$ cat src/rtl/instr_reg_scheduler.sv
// Sequencing controller for a 32-entry instruction register used as an in-order queue.
// Two round-robin write requesters, one read requester, occupancy tracking and reset hold.
module instr_reg_scheduler #(
  parameter int DEPTH      = 32,
  parameter int RST_CYCLES = 2,
  parameter int OPCODE_W   = 4,
  parameter int OPERAND_W  = 16,
  localparam int AW        = $clog2(DEPTH),
  localparam int CW        = $clog2(DEPTH) + 1
) (
  input  logic                                clk,
  input  logic                                reset,
  input  logic                                flush,
  input  logic [1:0]                          wr_req,
  input  logic [1:0][OPCODE_W-1:0]            wr_opcode,
  input  logic [1:0][OPERAND_W-1:0]           wr_op_a,
  input  logic [1:0][OPERAND_W-1:0]           wr_op_b,
  output logic [1:0]                          wr_gnt,
  input  logic                                rd_req,
  output logic                                rd_gnt,
  output logic                                rd_valid,
  output logic [AW-1:0]                       rd_addr,
  output logic                                reg_reset_n,
  output logic                                load_en,
  output logic [OPCODE_W-1:0]                 opcode,
  output logic [OPERAND_W-1:0]                operand_a,
  output logic [OPERAND_W-1:0]                operand_b,
  output logic [AW-1:0]                       write_pointer,
  output logic [AW-1:0]                       read_pointer,
  output logic [CW-1:0]                       count,
  output logic                                full,
  output logic                                empty
);

  localparam int HCW = (RST_CYCLES > 1) ? $clog2(RST_CYCLES) : 1;

  localparam logic [0:0] HOLD = 1'b0;
  localparam logic [0:0] RUN  = 1'b1;

  logic [0:0]     state_reg;
  logic [HCW-1:0] hold_cnt_reg;
  logic           last_gnt_reg;   // index of the requester granted most recently
  logic [AW-1:0]  wr_idx_reg;
  logic [AW-1:0]  rd_idx_reg;

  logic           wr_any;
  logic           wr_sel;
  logic [CW-1:0]  count_next;

  // Full blocks writes only, so a full queue with both requests pops and refuses the push.
  always_comb begin
    wr_gnt = 2'b00;
    rd_gnt = 1'b0;
    if (state_reg == RUN && !reset && !flush) begin
      rd_gnt = rd_req && !empty;
      if (!full) begin
        if (wr_req == 2'b11)
          wr_gnt = last_gnt_reg ? 2'b01 : 2'b10;
        else
          wr_gnt = wr_req;
      end
    end
  end

  assign wr_any     = |wr_gnt;
  assign wr_sel     = wr_gnt[1];
  assign count_next = count + CW'(wr_any) - CW'(rd_gnt);

  always_ff @(posedge clk) begin
    if (reset) begin
      state_reg     <= HOLD;
      hold_cnt_reg  <= '0;
      last_gnt_reg  <= 1'b1;
      wr_idx_reg    <= '0;
      rd_idx_reg    <= '0;
      reg_reset_n   <= 1'b0;
      load_en       <= 1'b0;
      opcode        <= '0;
      operand_a     <= '0;
      operand_b     <= '0;
      write_pointer <= '0;
      read_pointer  <= '0;
      rd_addr       <= '0;
      rd_valid      <= 1'b0;
      count         <= '0;
      full          <= 1'b0;
      empty         <= 1'b1;
    end else begin
      load_en  <= wr_any;
      rd_valid <= rd_gnt;
      count    <= count_next;
      full     <= (count_next == CW'(DEPTH));
      empty    <= (count_next == '0);

      if (wr_any) begin
        opcode        <= wr_opcode[wr_sel];
        operand_a     <= wr_op_a[wr_sel];
        operand_b     <= wr_op_b[wr_sel];
        write_pointer <= wr_idx_reg;
        wr_idx_reg    <= wr_idx_reg + AW'(1);
        last_gnt_reg  <= wr_sel;
      end

      if (rd_gnt) begin
        read_pointer <= rd_idx_reg;
        rd_addr      <= rd_idx_reg;
        rd_idx_reg   <= rd_idx_reg + AW'(1);
      end

      case (state_reg)
        HOLD: begin
          if (flush) begin
            hold_cnt_reg <= '0;
          end else if (hold_cnt_reg == HCW'(RST_CYCLES - 1)) begin
            state_reg    <= RUN;
            reg_reset_n  <= 1'b1;
            hold_cnt_reg <= '0;
          end else begin
            hold_cnt_reg <= hold_cnt_reg + HCW'(1);
          end
        end
        default: begin
          // Flush discards the queue; the register is re-reset before reuse.
          if (flush) begin
            state_reg     <= HOLD;
            hold_cnt_reg  <= '0;
            reg_reset_n   <= 1'b0;
            load_en       <= 1'b0;
            wr_idx_reg    <= '0;
            rd_idx_reg    <= '0;
            write_pointer <= '0;
            read_pointer  <= '0;
            rd_addr       <= '0;
            rd_valid      <= 1'b0;
            count         <= '0;
            full          <= 1'b0;
            empty         <= 1'b1;
          end
        end
      endcase
    end
  end

endmodule

$ cat config.mk
export PLATFORM = sky130hd
export DESIGN_NAME = instr_reg_scheduler
export DESIGN_NICKNAME = d
export VERILOG_FILES = /design/src/rtl/instr_reg_scheduler.sv
export SDC_FILE = /design/constraint.sdc
export NUM_CORES = 1
export LEC_CHECK = 0
export BUFFER_PORTS_ARGS = -buffer_cell sky130_fd_sc_hd__buf_2
export CORE_MARGIN = 1.5
export CORE_UTILIZATION = 51
export DETAILED_ROUTE_END_ITERATION = 12
export PLACE_DENSITY = 0.85
export SYNTH_ARGS = -nofsm -noshare
export SYNTH_HDL_FRONTEND = slang
export SYNTH_SLANG_ARGS = --single-unit
$ cat constraint.sdc
create_clock -name clk -period 5.61 [get_ports clk]
set_input_delay 0.8415 -clock clk [delete_from_list [all_inputs] [get_ports clk]]
set_output_delay 0.8415 -clock clk [all_outputs]
set_load 0.05 [all_outputs]
==> impl_metrics.py, run 1 <==
metrics = {
    "die": {
        "dieHeight_um": 82.8,
        "ios": 143,
        "start_util": 0.539,
        "die_area_mm2": 0.00686,
        "coreArea_mm2": 0.00603,
        "die_w_um": 82.8,
        "rows": 28,
    },
    "sta": {
        "max_freq_ghz": 0.252,
        "skew_ns": 0.00408,
        "final.setup.tns_ns": 0,
        "setup_viol": 0,
        "min_period_over_period": 0.708,
        "min_period_ns": 3.97,
        "drv_slew": 0,
        "worst_slew_pin_slew_ns": 0.944,
        "rsz0062_at_grt": "false",
        "slew_headroom": 0.371,
        "hold_viol": 0,
    },
    "final_layout": {
        "nets": 563,
        "mostFrequentLayoutCells": "buf_2, dfxtp_1, nor2_1, mux2i_1, nand2_1",
        "num-fill-cells": 517,
        "seq_area_mm2": 0.00150,
        "syn2layout_area_growth_pct": 26.1,
        "final_common_cell": "buf_2",
        "drive_gt1_frac": 0.344,
        "multi_input_area_mm2": 0.00156,
        "fin_util": 0.680,
        "diodes": 0,
        "reg_top3": "operand_a: 16 flops, operand_b: 16 flops, count: 6 flops",
    },
    "power_and_ir_drop": {
        "power_switching_uw": 295,
        "pwr-share-seq": 0.512,
        "vdd_drop_max_mv": 0.196,
        "p_leak_nw": 2.12,
        "p_int_uw": 796,
        "clkPwrFrac": 0.341,
        "pwr-share-comb": 0.146,
        "power.density_mw_per_mm2": 266,
        "switching_share": 0.271,
    },
    "min_path": {
        "hold_class": "flip-flop to flip-flop",
    },
    "critical_path": {
        "timing.critical_path.mode_cell": "ha_1",
        "critPathBufInv": 3,
        "required_ns": 5.86,
        "worstPathArrival_ns": 4.22,
        "crit_path_start_kind": "input pin",
        "crit_type": "input pin to flip-flop",
        "critical-path-max-stage-delay_ns": 0.64,
        "endpoint_kind": "flip-flop",
        "crit_family": "buffers and inverters",
        "slowest_stage": "buf_2",
        "cp_max_fo": 44,
        "crit_chain": "buf_2 -> nor3b_1 -> nand2_1 -> clkinv_1 -> ha_1 -> inv_1 -> ha_1 -> fa_1 -> xor2_1 -> nor3_1 -> o221ai_1 -> o31ai_1",
    },
    "synth": {
        "synth_nets": 430,
        "synth_cell_types": 35,
        "yosys_warnings": 0,
        "ys_seq_elements": 75,
        "seq_area_frac_synth": 0.462,
        "postSynthAreaPerCell_um2": 9.48,
        "synthFlopType": "dfxtp_1",
        "synth_cells": 343,
        "netlist_area_mm2": 0.00325,
        "async_reset_ff_frac": 0,
        "synth_edf_count": 0,
    },
    "route": {
        "wire_per_inst_um": 13.3,
        "vias": 2900,
        "drt_pass1_iterations": 5,
        "vias_per_cell": 5.23,
        "drt_iter0_markers": 76,
        "ant_nets": 0,
        "postRouteWirelength_um": 7400,
        "drc_errors": 0,
    },
    "place": {
        "place.gp.congestion": 0.848,
        "dpl.hpwl_um": 5410,
        "portBuffers": 142,
    },
    "clock_tree": {
        "cts_resized": 0,
        "cts_tree": "done",
        "clock_latency_ns": 0.34,
        "cts_buffer_depth": 2,
        "cts_root_buffer": "clkbuf_8",
        "post_cts_buffers": 0,
        "cts_buffers": 9,
        "clkSinkCount": 75,
        "cts.htree.levels": 3,
        "clk_pin_slew_worst_paths_ns": 0.07,
        "ctsHoldBuffers": 0,
    },
    "global_routing": {
        "overflow": 0,
        "antenna_found_initial": 0,
        "first_global_vias": 2923,
        "grt_max_degree": 83,
        "grt_usage": 0.223,
        "grt_pass1_wl_um": 12700,
    },
    "run": {
        "drv_cap": 0,
    },
    "outcome": {
        "status": "finished, final reports clean",
    },
}
-- per-stage QoR --
stage / hold WS [ns] / setup slack, ns / area (µm²) / power (mW) / std cells
floorplan: 0.433 / 2.22 / 3250 / 0.678 / 343
global placement: 0.443 / 1.45 / 3920 / 0.725 / 540
detailed placement: 0.450 / 1.29 / 3920 / 0.731 / 540
CTS: 0.461 / 1.65 / 4100 / 1.10 / 555
global route: 0.469 / 1.34 / 4100 / 1.14 / 555
finish: 0.459 / 1.64 / 4100 / 1.09 / 555
-- path summary, 6_finish.rpt --
kind | start | depth (start not counted) | to | slack, ns
max | reset | 12 | empty | 1.64
min | write_pointer[2] | 2 | write_pointer[2] | 0.46
max reg2reg | state_reg | 10 | empty | 2.39
min reg2reg | write_pointer[2] | 2 | write_pointer[2] | 0.46
-- synth_stat cells (all sizes together), types with 2 or more instances --
master	n	area (µm²)
buf	14	125
dfxtp	75	1500
nor2	45	169
xnor2	3	26.3
mux2i	38	380
a211o	2	17.5
nand2	36	135
a21oi	24	120
nand4	5	31.3
xor2	6	52.6
nand3	5	25.0
ha	8	100
nor3	5	25.0
nand2b	2	12.5
and3	2	12.5
a211oi	36	290
and2	5	31.3
inv	11	41.3
clkbuf	8	30.0
-- final cells by class --
cell class                      instances  share of cell area
Inverter                               12              0.0110
Multi-Input combinational cell        234               0.379
Timing Repair Buffer                  144               0.177
Tap cell                               75              0.0229
Sequential cell                        75               0.366
Clock buffer                           13              0.0412
Clock inverter                          2             0.00244
-- power by group through the flow --
stage / sequential (mW) / combinational (mW) / clock (mW)
global route: 0.561 / 0.173 / 0.409
detailed placement: 0.571 / 0.159 / 0
finish: 0.559 / 0.160 / 0.372
CTS: 0.559 / 0.160 / 0.386
floorplan: 0.619 / 0.0585 / 0
global placement: 0.571 / 0.154 / 0
-- routing by layer --
layer | part of all wire | wire length [µm] | global-route usage
met3 | 0.055 | 405 | 0.0547
met1 | 0.45 | 3310 | 0.256
met2 | 0.47 | 3470 | 0.378
met5 | 0 | 0 | 0
met4 | 0.028 | 204 | 0.129
-- cell families after synthesis --
kind of cell | count (synthesis) | synth area share
adder cells (fa/ha/maj) | 9 | 0.0370
AO/OA/AOI/OAI | 69 | 0.148
XOR/XNOR | 9 | 0.0243
flip-flops | 75 | 0.462
buffers and inverters | 34 | 0.0616
multiplexers | 38 | 0.117
AND/OR/NAND/NOR | 109 | 0.150
-- tightest hold or removal path: cells and delay by family (launching register included) --
family	cells	cell delay, ns
compound gates	1	0.05
flops	1	0.31
simple gates	1	0.05
No activity file was read; power rests on OpenSTA's default activity.
==> run 2, diff against run 1 <==
--- a/config.mk
+++ b/config.mk
@@ -7,9 +7,9 @@
 export LEC_CHECK = 0
 export BUFFER_PORTS_ARGS = -buffer_cell sky130_fd_sc_hd__buf_2
 export CORE_MARGIN = 1.5
-export CORE_UTILIZATION = 51
+export CORE_UTILIZATION = 47
 export DETAILED_ROUTE_END_ITERATION = 12
-export PLACE_DENSITY = 0.85
+export PLACE_DENSITY = 0.79
 export SYNTH_ARGS = -nofsm -noshare
 export SYNTH_HDL_FRONTEND = slang
 export SYNTH_SLANG_ARGS = --single-unit
==> constraint.sdc (replaced) <==
create_clock -name clk -period 3.85 [get_ports clk]
set_input_delay 0.5775 -clock clk [delete_from_list [all_inputs] [get_ports clk]]
set_output_delay 0.5775 -clock clk [all_outputs]
set_load 0.05 [all_outputs]
==> run 2 against run 1 <==
  * Register-to-register slack got worse by 1.5 ns
  * Highest routed layer unchanged
  * Critical endpoint unchanged
  * First-iteration DRC count increased by 9.2%
  * Worst setup slack got worse by 0.78 ns
  * Clock skew increased by 0.0098 ns
==> impl_metrics.py, run 2 (synthesis results as in run 1) <==
metrics = {
    "die": {
        "rows": 30,
        "start_util": 0.481,
        "die_w_um": 86.2,
        "coreArea_mm2": 0.00676,
        "dieHeight_um": 86.2,
        "die_area_mm2": 0.00742,
        "ios": 143,
    },
    "final_layout": {
        "mostFrequentLayoutCells": "buf_2, dfxtp_1, nor2_1, mux2i_1, nand2_1",
        "num-fill-cells": 616,
        "fin_util": 0.610,
        "fin_cells": 563,
        "reg_top3": "operand_a: 16 flops, operand_b: 16 flops, count: 6 flops",
        "finish.instance_area_mm2": 0.00412,
        "final_common_cell": "buf_2",
        "nets": 565,
        "seq_area_mm2": 0.00150,
        "multi_input_area_mm2": 0.00156,
        "diodes": 0,
        "syn2layout_area_growth_pct": 26.8,
        "drive_gt1_frac": 0.350,
    },
    "route": {
        "drt_pass1_iterations": 4,
        "drt_iter0_markers": 83,
        "drc_errors": 0,
        "ant_nets": 0,
        "vias_per_cell": 5.01,
        "wire_per_inst_um": 12.7,
        "vias": 2823,
        "postRouteWirelength_um": 7170,
    },
    "critical_path": {
        "crit_type": "flip-flop to flip-flop",
        "cp_max_fo": 13,
        "crit_chain": "nor3b_1 -> nand2_1 -> buf_4 -> clkinv_1 -> ha_1 -> inv_1 -> ha_1 -> fa_1 -> nor3_1 -> o221ai_1 -> o31ai_1",
        "required_ns": 4.11,
        "crit_path_start_kind": "flip-flop",
        "crit_family": "adder cells",
        "timing.critical_path.mode_cell": "ha_1",
        "worstPathArrival_ns": 3.25,
        "r2r_setup_slack_ns": 0.85,
        "critPathBufInv": 3,
        "slowest_stage": "dfxtp_1",
        "critical-path-max-stage-delay_ns": 0.45,
        "endpoint_kind": "flip-flop",
    },
    "sta": {
        "min_period_over_period": 0.778,
        "drv_slew": 0,
        "slew_headroom": 0.369,
        "min_period_ns": 3.00,
        "hold_viol": 0,
        "max_freq_ghz": 0.334,
        "rsz0062_at_grt": "false",
        "setup_viol": 0,
        "skew_ns": 0.0139,
        "final.setup.tns_ns": 0,
        "worst_slew_pin_slew_ns": 0.947,
        "fin_ws_ns": 0.855,
        "hold_ws_ns": 0.455,
    },
    "global_routing": {
        "first_global_vias": 2565,
        "antenna_found_initial": 0,
        "grt_pass1_wl_um": 11300,
        "overflow": 0,
        "grt_max_degree": 83,
        "grt_usage": 0.194,
    },
    "place": {
        "place_ws_ns": 0.578,
        "place.gp.congestion": 0.843,
        "portBuffers": 142,
        "dpl.hpwl_um": 5260,
        "placed_area_mm2": 0.00394,
        "place_inst": 547,
    },
    "run": {
        "drv_cap": 0,
    },
    "clock_tree": {
        "clkSinkCount": 75,
        "cts.htree.levels": 3,
        "ctsHoldBuffers": 0,
        "clk_pin_slew_worst_paths_ns": 0.08,
        "post_cts_buffers": 0,
        "clock_latency_ns": 0.34,
        "cts_buffer_depth": 2,
        "cts_buffers": 9,
        "cts_resized": 0,
        "cts_tree": "done",
        "cts_root_buffer": "clkbuf_8",
    },
    "power_and_ir_drop": {
        "p_leak_nw": 2.13,
        "power_mw": 1.59,
        "power.density_mw_per_mm2": 385,
        "vdd_drop_max_mv": 0.237,
    },
    "min_path": {
        "hold_class": "flip-flop to flip-flop",
    },
    "outcome": {
        "status": "finished, final reports clean",
    },
}
-- run 2: final timing paths --
check,startpoint,endpoint,depth (start not counted)
worst max-delay path,state_reg,empty,11
worst min-delay path,rd_addr[1],rd_addr[1],2
worst max register to register,state_reg,empty,11
worst min register to register,rd_addr[1],rd_addr[1],2
-- run 2: worst min-delay path: cells and delay by family, from the launching register on --
| kind | cells | cell delay, ns |
|---|---|---|
| flops | 1 | 0.31 |
| simple gates | 1 | 0.05 |
| compound gates | 1 | 0.05 |
-- run 2: cell type report --
class                           count  area share
Tap cell                           80      0.0243
Sequential cell                    75       0.364
Inverter                           12      0.0109
Timing Repair Buffer              146       0.180
Clock inverter                      6     0.00972
Clock buffer                       10      0.0334
Multi-Input combinational cell    234       0.377
-- run 2: routing by layer --
layer	part of all wire	global-route usage	routed length (µm)	vias up
met5	0	0	0	-
met4	0.018	0.0821	131	0
met2	0.48	0.340	3440	100
met3	0.074	0.0597	528	12
li1	-	-	-	1473
met1	0.43	0.219	3070	1238
-- run 2: power breakdown --
group,switching [mW],leakage [nW],total (mW),internal [mW]
logic,0.152,1.43,0.233,0.0804
registers,0.0166,0.605,0.814,0.798
clock network,0.287,0.0924,0.539,0.251
total,0.456,2.13,1.59,1.13
==> run 3, diff against run 2 <==
==> constraint.sdc (replaced) <==
create_clock -name clk -period 2.8 [get_ports clk]
set_input_delay 0.42 -clock clk [delete_from_list [all_inputs] [get_ports clk]]
set_output_delay 0.42 -clock clk [all_outputs]
set_load 0.05 [all_outputs]
==> run 3 against run 2 <==
  * Critical path depth is the same
  * Core utilization rose by 0.74 points
  * Worst setup slack worse by 0.64 ns
  * First-iteration DRC count is 3.6% lower
  * Routed wire length is 2.7% higher
  * Clock power is 32% higher
  * Sequential power up 38%
  * Count of clock-buffer cells in the layout did not move
  * Via count rose by 2.6%
  * Critical path type unchanged
  * Critical endpoint unchanged
==> impl_metrics.py, run 3 (synthesis results as in run 1) <==
metrics = {
    "sta": {
        "slew_headroom": 0.495,
        "fin_ws_ns": 0.219,
        "min_period_ns": 2.58,
        "hold_ws_ns": 0.415,
        "setup_viol": 0,
        "final.setup.tns_ns": 0,
        "worst_slew_pin_slew_ns": 0.757,
        "hold_viol": 0,
        "rsz0062_at_grt": "false",
        "max_freq_ghz": 0.387,
        "drv_slew": 0,
        "min_period_over_period": 0.922,
        "skew_ns": 0.00670,
    },
    "clock_tree": {
        "cts_buffer_depth": 2,
        "clock_latency_ns": 0.33,
        "cts_buffers": 9,
        "cts_root_buffer": "clkbuf_8",
        "post_cts_buffers": 0,
        "ctsHoldBuffers": 0,
        "cts_resized": 0,
        "clk_pin_slew_worst_paths_ns": 0.08,
        "cts.htree.levels": 3,
        "cts_tree": "done",
        "clkSinkCount": 75,
    },
    "route": {
        "ant_nets": 0,
        "drt_iter0_markers": 80,
        "drc_errors": 0,
        "wire_per_inst_um": 12.9,
        "vias_per_cell": 5.08,
        "postRouteWirelength_um": 7360,
        "vias": 2897,
        "drt_pass1_iterations": 4,
    },
    "final_layout": {
        "mostFrequentLayoutCells": "buf_2, dfxtp_1, nor2_1, mux2i_1, nand2_1",
        "num-fill-cells": 582,
        "multi_input_area_mm2": 0.00156,
        "seq_area_mm2": 0.00151,
        "reg_top3": "operand_a: 16 flops, operand_b: 16 flops, count: 6 flops",
        "syn2layout_area_growth_pct": 28.3,
        "diodes": 0,
        "fin_util": 0.617,
        "fin_cells": 570,
        "nets": 572,
        "drive_gt1_frac": 0.365,
        "final_common_cell": "buf_2",
        "finish.instance_area_mm2": 0.00417,
    },
    "global_routing": {
        "first_global_vias": 2679,
        "grt_max_degree": 83,
        "grt_usage": 0.199,
        "overflow": 0,
        "grt_pass1_wl_um": 11600,
        "antenna_found_initial": 0,
    },
    "critical_path": {
        "crit_type": "flip-flop to flip-flop",
        "cp_max_fo": 7,
        "crit_path_start_kind": "flip-flop",
        "required_ns": 3.05,
        "slowest_stage": "fa_1",
        "worstPathArrival_ns": 2.83,
        "endpoint_kind": "flip-flop",
        "crit_chain": "nor4b_4 -> o21a_2 -> inv_1 -> ha_1 -> inv_1 -> ha_1 -> fa_1 -> xor2_1 -> nor3_1 -> o221ai_1 -> o31ai_1",
        "critical-path-max-stage-delay_ns": 0.41,
        "r2r_cells": 11,
    },
    "min_path": {
        "hold-path-cell-count": 3,
        "hold_class": "input pin to flip-flop",
    },
    "power_and_ir_drop": {
        "p_leak_nw": 2.16,
        "switching_share": 0.289,
        "power_switching_uw": 623,
        "pwr-share-comb": 0.150,
        "power_mw": 2.16,
        "power.density_mw_per_mm2": 517,
        "p_int_mw": 1.53,
        "pwr-share-seq": 0.520,
        "clkPwrFrac": 0.331,
        "vdd_drop_max_mv": 0.364,
    },
    "place": {
        "placed_area_mm2": 0.00400,
        "place_inst": 554,
        "dpl.hpwl_um": 5440,
        "place_ws_ns": -0.0132,
        "portBuffers": 142,
        "place.gp.congestion": 0.759,
    },
    "die": {
        "die_w_um": 86.2,
        "dieHeight_um": 86.2,
        "die_area_mm2": 0.00742,
        "start_util": 0.481,
        "rows": 30,
        "ios": 143,
        "coreArea_mm2": 0.00676,
    },
    "outcome": {
        "status": "finished, final reports clean",
    },
    "run": {
        "drv_cap": 0,
    },
}
[run 3: worst paths after layout]
check	slack [ns]	to	startpoint
worst max-delay path	0.22	empty	state_reg
worst min-delay path	0.41	operand_a[15]	wr_op_a[31]
worst max register to register	0.22	empty	state_reg
worst min register to register	0.46	write_pointer[2]	write_pointer[2]
[run 3: critical path, delay by kind of cell, from the launching register on]
kind / cells / cell delay [ns]
fa+ha+maj: 3 / 0.88
compound gates: 3 / 0.57
flops: 1 / 0.39
simple gates: 2 / 0.39
xor+xnor: 1 / 0.18
buf+inv: 2 / 0.09
[run 3: power by group through the flow]
stage               clock (mW)  sequential, mW  combinational (mW)
floorplan                    0            1.24               0.117
global placement             0            1.14               0.317
detailed placement           0            1.15               0.324
CTS                      0.741            1.12               0.326
global route             0.779            1.13               0.348
finish                   0.713            1.12               0.323
[run 3: per-layer routing]
layer / part of all wire / wire length [µm] / up-vias / GRT usage
met5: 0 / 0 / - / 0
met4: 0.015 / 114 / 0 / 0.0924
met3: 0.061 / 448 / 10 / 0.0452
met2: 0.49 / 3640 / 100 / 0.354
met1: 0.43 / 3150 / 1309 / 0.226
li1: - / - / 1478 / -
[run 3: cell type report]
| type | instances | area share |
|---|---|---|
| Timing Repair Buffer | 153 | 0.190 |
| Tap cell | 80 | 0.0240 |
| Multi-Input combinational cell | 234 | 0.373 |
| Clock inverter | 6 | 0.0102 |
| Inverter | 12 | 0.0111 |
| Clock buffer | 10 | 0.0306 |
| Sequential cell | 75 | 0.361 |
